<file path="src/rtl/mem_arb_pkg.sv">
// Purpose: shared types for the CPU memory arbiter (FSM states, bus transfer sizes).
// Latency: n/a (types and constants only).
// Backpressure: n/a.
package mem_arb_pkg;

  typedef enum logic [2:0] {
    IDLE   = 3'd0,
    D_ADDR = 3'd1,
    D_DATA = 3'd2,
    I_ADDR = 3'd3,
    I_DATA = 3'd4
  } arb_state_t;

  localparam logic [1:0] SZ_BYTE = 2'd0;
  localparam logic [1:0] SZ_HALF = 2'd1;
  localparam logic [1:0] SZ_WORD = 2'd2;

endpackage

</file>
<file path="src/rtl/cpu_mem_arbiter.sv">
// Purpose: serialises the MEM-stage data port and the fetch port onto one SRAM-like bus, data first.
// Latency: one idle cycle to arbitrate, then bus latency; stall drops the cycle after the last data_ok.
// Backpressure: the request is held until bus_addr_ok; mem_stall freezes the pipeline until all requested accesses finish.
module cpu_mem_arbiter
  import mem_arb_pkg::*;
(
  input  logic        clk,
  input  logic        rst,
  input  logic        inst_en,
  input  logic [31:0] inst_addr,
  output logic [31:0] inst_rdata,
  input  logic        data_en,
  input  logic [3:0]  data_wen,
  input  logic [1:0]  data_size,
  input  logic [31:0] data_addr,
  input  logic [31:0] data_wdata,
  output logic [31:0] data_rdata,
  output logic        mem_stall,
  output logic        bus_req,
  output logic        bus_wr,
  output logic [1:0]  bus_size,
  output logic [3:0]  bus_wstrb,
  output logic [31:0] bus_addr,
  output logic [31:0] bus_wdata,
  input  logic        bus_addr_ok,
  input  logic        bus_data_ok,
  input  logic [31:0] bus_rdata
);

  arb_state_t state;
  arb_state_t state_nxt;
  logic       d_done;
  logic       i_done;
  logic       need_d;
  logic       need_i;
  logic       d_resp;
  logic       i_resp;

  // A port still needs service if it is enabled and has not completed during this stalled cycle.
  assign need_d    = data_en & ~d_done;
  assign need_i    = inst_en & ~i_done;
  assign mem_stall = need_d | need_i;

  // Response strobes are only meaningful while waiting in the matching DATA state.
  assign d_resp = (state == D_DATA) & bus_data_ok;
  assign i_resp = (state == I_DATA) & bus_data_ok;

  // State register.
  always_ff @(posedge clk) begin
    if (rst) begin
      state <= IDLE;
    end else begin
      state <= state_nxt;
    end
  end

  // Next-state: data is served before fetch because it belongs to the older instruction.
  always_comb begin
    state_nxt = state;
    case (state)
      IDLE: begin
        if (need_d) begin
          state_nxt = D_ADDR;
        end else if (need_i) begin
          state_nxt = I_ADDR;
        end
      end
      D_ADDR: begin
        if (bus_addr_ok) begin
          state_nxt = D_DATA;
        end
      end
      D_DATA: begin
        if (bus_data_ok) begin
          state_nxt = need_i ? I_ADDR : IDLE;
        end
      end
      I_ADDR: begin
        if (bus_addr_ok) begin
          state_nxt = I_DATA;
        end
      end
      I_DATA: begin
        if (bus_data_ok) begin
          state_nxt = need_d ? D_ADDR : IDLE;
        end
      end
      default: state_nxt = IDLE;
    endcase
  end

  // Bus outputs come straight from the registered state; fields are zero when no request is driven.
  always_comb begin
    bus_req   = 1'b0;
    bus_wr    = 1'b0;
    bus_size  = SZ_BYTE;
    bus_wstrb = 4'b0000;
    bus_addr  = 32'h0;
    bus_wdata = 32'h0;
    case (state)
      D_ADDR: begin
        bus_req   = 1'b1;
        bus_wr    = |data_wen;
        bus_size  = data_size;
        bus_wstrb = data_wen;
        bus_addr  = data_addr;
        bus_wdata = data_wdata;
      end
      I_ADDR: begin
        bus_req   = 1'b1;
        bus_size  = SZ_WORD;
        bus_addr  = inst_addr;
      end
      default: begin
        bus_req   = 1'b0;
      end
    endcase
  end

  // Done flags: set on each completion, cleared on the edge where the pipeline advances.
  always_ff @(posedge clk) begin
    if (rst) begin
      d_done <= 1'b0;
      i_done <= 1'b0;
    end else if (!mem_stall) begin
      d_done <= 1'b0;
      i_done <= 1'b0;
    end else begin
      if (d_resp) begin
        d_done <= 1'b1;
      end
      if (i_resp) begin
        i_done <= 1'b1;
      end
    end
  end

  // Returned words are latched; stores leave the load register untouched.
  always_ff @(posedge clk) begin
    if (rst) begin
      data_rdata <= 32'h0;
      inst_rdata <= 32'h0;
    end else begin
      if (d_resp && (data_wen == 4'b0000)) begin
        data_rdata <= bus_rdata;
      end
      if (i_resp) begin
        inst_rdata <= bus_rdata;
      end
    end
  end

endmodule

</file>
<file path="config.mk">
export PLATFORM = sky130hd
export DESIGN_NAME = cpu_mem_arbiter
export DESIGN_NICKNAME = d
export VERILOG_FILES = /design/src/rtl/mem_arb_pkg.sv /design/src/rtl/cpu_mem_arbiter.sv
export SDC_FILE = /design/constraint.sdc
export NUM_CORES = 1
export LEC_CHECK = 0
export ABC_AREA = 1
export ABC_CLOCK_PERIOD_IN_PS = 2350
export BUFFER_PORTS_ARGS = -buffer_cell sky130_fd_sc_hd__buf_2
export CAP_MARGIN = 20
export CORE_AREA = 2 2 108 110
export CTS_BUF_LIST = sky130_fd_sc_hd__clkbuf_8
export CTS_CLUSTER_SIZE = 12
export DETAILED_ROUTE_END_ITERATION = 7
export DIE_AREA = 0 0 110 112
export PLACE_DENSITY = 0.65
export SETUP_SLACK_MARGIN = 0.2
export SLEW_MARGIN = 20
export SYNTH_ARGS = -nofsm -noshare
export SYNTH_HDL_FRONTEND = slang
export SYNTH_SLANG_ARGS = --single-unit
</file>
<file path="constraint.sdc">
create_clock -name clk -period 2.35 [get_ports clk]
set_clock_uncertainty 0.2 [all_clocks]
set_input_delay 0.3525 -clock clk [delete_from_list [all_inputs] [get_ports clk]]
set_output_delay 0.3525 -clock clk [all_outputs]
set_load 0.01 [all_outputs]
</file>
# After elaboration in Yosys (flattened, before gate mapping)

Cells that the tools add are included.

Register bits: 69
Input bits: 140
Output and inout port bits: 137

Equality and inequality tests: 9
Multiplexer cells: 15
Bitwise operators: 8
Reductions and logical operators: 7

Operators by type and width:

| kind               | count |
|---|---|
| $pmux 32 s2        | 1 |
| $mux 32            | 1 |
| $mux 3             | 6 |
| $pmux 3 s5         | 1 |
| $ne 2x2->1 const B | 4 |
| $eq 3x2->1 const B | 2 |
| $reduce_and 5->1   | 1 |
| $and 1x1->1        | 4 |
| $logic_not 4->1    | 1 |
| $mux 4             | 1 |
| $pmux 2 s2         | 1 |
| $reduce_or 2->1    | 2 |
| $reduce_or 4->1    | 1 |
| $eq 3x1->1 const B | 1 |
| $eq 3x3->1 const B | 1 |
| $logic_not 3->1    | 1 |
| $mux 1             | 3 |
| $ne 3x3->1 const B | 1 |
| $not 1->1          | 3 |
| $mux 2             | 1 |
| $logic_and 1x1->1  | 1 |
| $or 1x1->1         | 1 |

# Longest topological paths before layout

Depth after elaboration: 5
Mapped depth: 9
Gate-level depth less buffers: 9

# Worst setup path after synthesis

No wires, ideal clock.

Path type: register to output
Start: register state[0]
End: output port bus_size[0]
Data arrival time: 1.096 ns
Data required time: 1.798 ns
Slack: 0.701 ns
Stages on the path, launching flop included: 7
Cells stage by stage: dfxtp_1 > nand2_2 > inv_2 > nand2_1 > buf_4 > buf_6 > nor2_1

Word-level cells in the longest chain between the ends: 2
Elaborated cells between the ends (all ways): 3

RTL lines:

| what                                            | RTL line               | RTL |
|---|---|---|
| start: declaration                              | cpu_mem_arbiter.sv:30  | `arb_state_t state;` |
| start signal: assignment                        | cpu_mem_arbiter.sv:53  | `state <= state_nxt;` |
| $eq 3x2->1 / $eq 3x1->1 (equally long branches) | cpu_mem_arbiter.sv:100 | `case (state)` |
| $pmux 2 s2 (*)                                  | cpu_mem_arbiter.sv:100 |  |
| end: declaration                                | cpu_mem_arbiter.sv:21  | `output logic [1:0] bus_size,` |

Mark *: on every way between the ends. The rest lies on a longest branch, timed or not.

# Worst setup path after layout

Start: register state[2]
End: output port bus_wdata[4]

Word-level cells in the longest chain between the ends: 2

RTL lines:

| what             | RTL line               | RTL |
|---|---|---|
| $eq 3x1->1       | cpu_mem_arbiter.sv:100 |  |
| $mux 32          | cpu_mem_arbiter.sv:100 |  |
| end: declaration | cpu_mem_arbiter.sv:24  | `output logic [31:0] bus_wdata,` |

No other way between the ends.

==> impl_metrics.toml <==
[synth]
synth_nets = 662
synth_top_family_by_area = "simple AND/OR/NAND/NOR gates"
synthSimpleGateAreaFrac_pct = 29.14
ys_seq_area_share_pct = 40.72
yosysUniqueCellTypes = 22
ys_ff_latch = 69
yosys.area_share.adder_pct = 0
synth_compound_area_share_pct = 14.75
synth.area.mux_share_pct = 0
synth_xor_xnor_area_share_pct = 0
synthCells = 522
synth_area_um2 = 3392
avgSynthCellArea_um2 = 6.498
yosysWarnings = 0

[sta]
setup_violations = 0
fin_crit_sh_pct = 85.90
clock.fmax_ghz = 0.4954
finalSetupTns_ns = 0
hold_violations = 0
rsz0062_at_grt = "no"
fin_crit_ns = 2.019
drv_slew = 0
worst_pin_slew_ns = 0.3409
slew_headroom_pct = 77.28

[die]
initial_core_util_pct = 30.35
core-area_um2 = 11170
io_pins = 277
die_y_um = 112
row_count = 39
fp.dieW_um = 110
die_area_um2 = 12320

[layout]
layout_commonest_cell = "buf_2"
final_util_pct = 45.57
drive_above_1_share_pct = 40.08
final_nets = 926
syn_to_final_growth_pct = 50.13
antenna_cells = 0
final_cell_mix = "buf_2, nor2_1, nand2_1, inv_1, dfxtp_1"

[setup_path]
crit_path_end_kind = "output port"
worstPathRequired_ns = 1.80
rr_startpoint = "state[2]"
cp-startpoint = "state[2]"
startpoint_type = "register"
arrival_ns = 1.47
cp_max_fo = 39
crit_type = "register to output port"

[global_route]
grt_max_degree = 66
grt_pass1_wl_um = 17590
use_met2_pct = 31.74
grt_overflow_total = 0
grt_pass1_vias = 3549
track_usage_pct = 18.42
antenna_found_initial = 0
globalRouteMet3Util_pct = 6.440
met1_usage_pct = 21.06
grt-busiest-layer = "met2"

[cts]
root_buffer = "clkbuf_8"
cts-buffers-inserted = 9
cts_buffer_depth = 2
htree_levels = 3
insertion_delay_ns = 0.33
cts.sinks = 69
path_clk_slew_ns = 0.08
cts_tree = "built"

[run_status]
status = "finished clean"

[worst_hold_path]
worstHoldStart = "bus_rdata[16]"
hold_path.class = "input pin to register"

[drt]
drtIter0Drc = 253
finalWirelength_um = 11950
ant_nets = 0
first_pass_iters = 4
vias_per_cell = 4.343
wire_per_inst_um = 12.80
vias = 4056
drc_errors = 0

[run]
maxCapViolCount = 0

[placed_design]
io_buffers = 276
finalWeightedCongestion = 0.7974
hpwl_um = 9507

[power]
cellLeakagePower_nw = 2.920
p_per_area_nw_per_um2 = 788.6
max-vdd-ir-drop_mv = 0.4691
## flip-flops by register name, indices dropped and copies added (netlist names)
register / count
state: 3
d_done: 1
inst_rdata: 32
data_rdata: 32
i_done: 1
## stage by stage
stage | hold WS, ns | std cells | cell area (um^2) | setup WS (ns) | power [mW]
floorplan | 0.2216 | 522 | 3392 | 0.7010 | 2.331
global placement | 0.2286 | 916 | 4840 | 0.4739 | 3.015
detailed placement | 0.2322 | 916 | 4840 | 0.4457 | 3.014
CTS | 0.03760 | 934 | 5061 | 0.1988 | 4.013
global route | 0.06794 | 934 | 5092 | 0.2303 | 4.338
finish | 0.05911 | 934 | 5092 | 0.3313 | 4.016
## synthesized netlist by cell type
library cell / instances / area share, %
nor2_1: 114 / 13
nand2_1: 80 / 8.9
inv_1: 75 / 8.3
dfxtp_1: 69 / 41
o21ai_0: 43 / 6.3
nand3_1: 37 / 5.5
a21oi_1: 36 / 5.3
o21ai_1: 21 / 3.1
clkbuf_1: 12 / 1.3
buf_6: 9 / 3.0
buf_2: 7 / 1.0
inv_2: 5 / 0.55
buf_4: 4 / 0.89
nor2_2: 2 / 0.37
buf_1: 1 / 0.11
inv_4: 1 / 0.18
nand2_2: 1 / 0.18
nand2_4: 1 / 0.33
nand3_2: 1 / 0.30
nand3b_1: 1 / 0.22
nor2_4: 1 / 0.33
nor3_4: 1 / 0.48
## metal layers
metal | vias to the layer above | routed length, um | part of all wire [%]
met4 | 0 | 196 | 1.6
li1 | 2137 | - | -
met2 | 169 | 5846 | 49
met5 | - | 0 | 0
met3 | 19 | 1210 | 10
met1 | 1731 | 4699 | 39
## report_power, final
part | switching (mW) | internal, mW | leakage [nW]
logic | 1.07 | 0.700 | 2.25
clock network | 0.448 | 0.519 | 0.108
registers | 0.0494 | 1.23 | 0.558
## area by class of cell
cell class | instances | area (um^2)
repair buffers | 286 | 1511
fillers | 1197 | 6082
clock inverters | 6 | 61.31
flip-flops and latches | 69 | 1385
clock buffers | 10 | 137.6
multi-input cells | 339 | 1504
well taps | 143 | 178.9
inverters | 81 | 314.1
## worst max-delay path: stages, from the launching register on
cell	delay [ns]
dfxtp_2	0.35
inv_2	0.09
nand2_4	0.09
inv_6	0.07
nand2_1	0.07
buf_12	0.18
nor2_1	0.13
buf_2	0.15
## final timing paths
check	cells past startpoint	slack, ns	end
max	7	0.33	bus_wdata[4]
min	3	0.06	data_rdata[16]
max reg2reg	7	0.77	data_rdata[1]
min reg2reg	2	0.24	inst_rdata[17]
## kinds of logic (layout without fill, tap and decap cells)
kind of cell	count (synthesis)	count (layout)
simple gates	239	239
compound gates	100	100
flops	69	69
buf+inv	114	383
## timing repair
item	4_1_cts	5_1_grt
pin swaps	0	0
endpoints found under the hold margin	1	0
cloned	0	0
hold buffers	1	0
endpoints found under the setup margin	58	70
buffers inserted	1	0
gates resized for setup	2	11
Note: power is estimated with default switching activity, not from simulation.
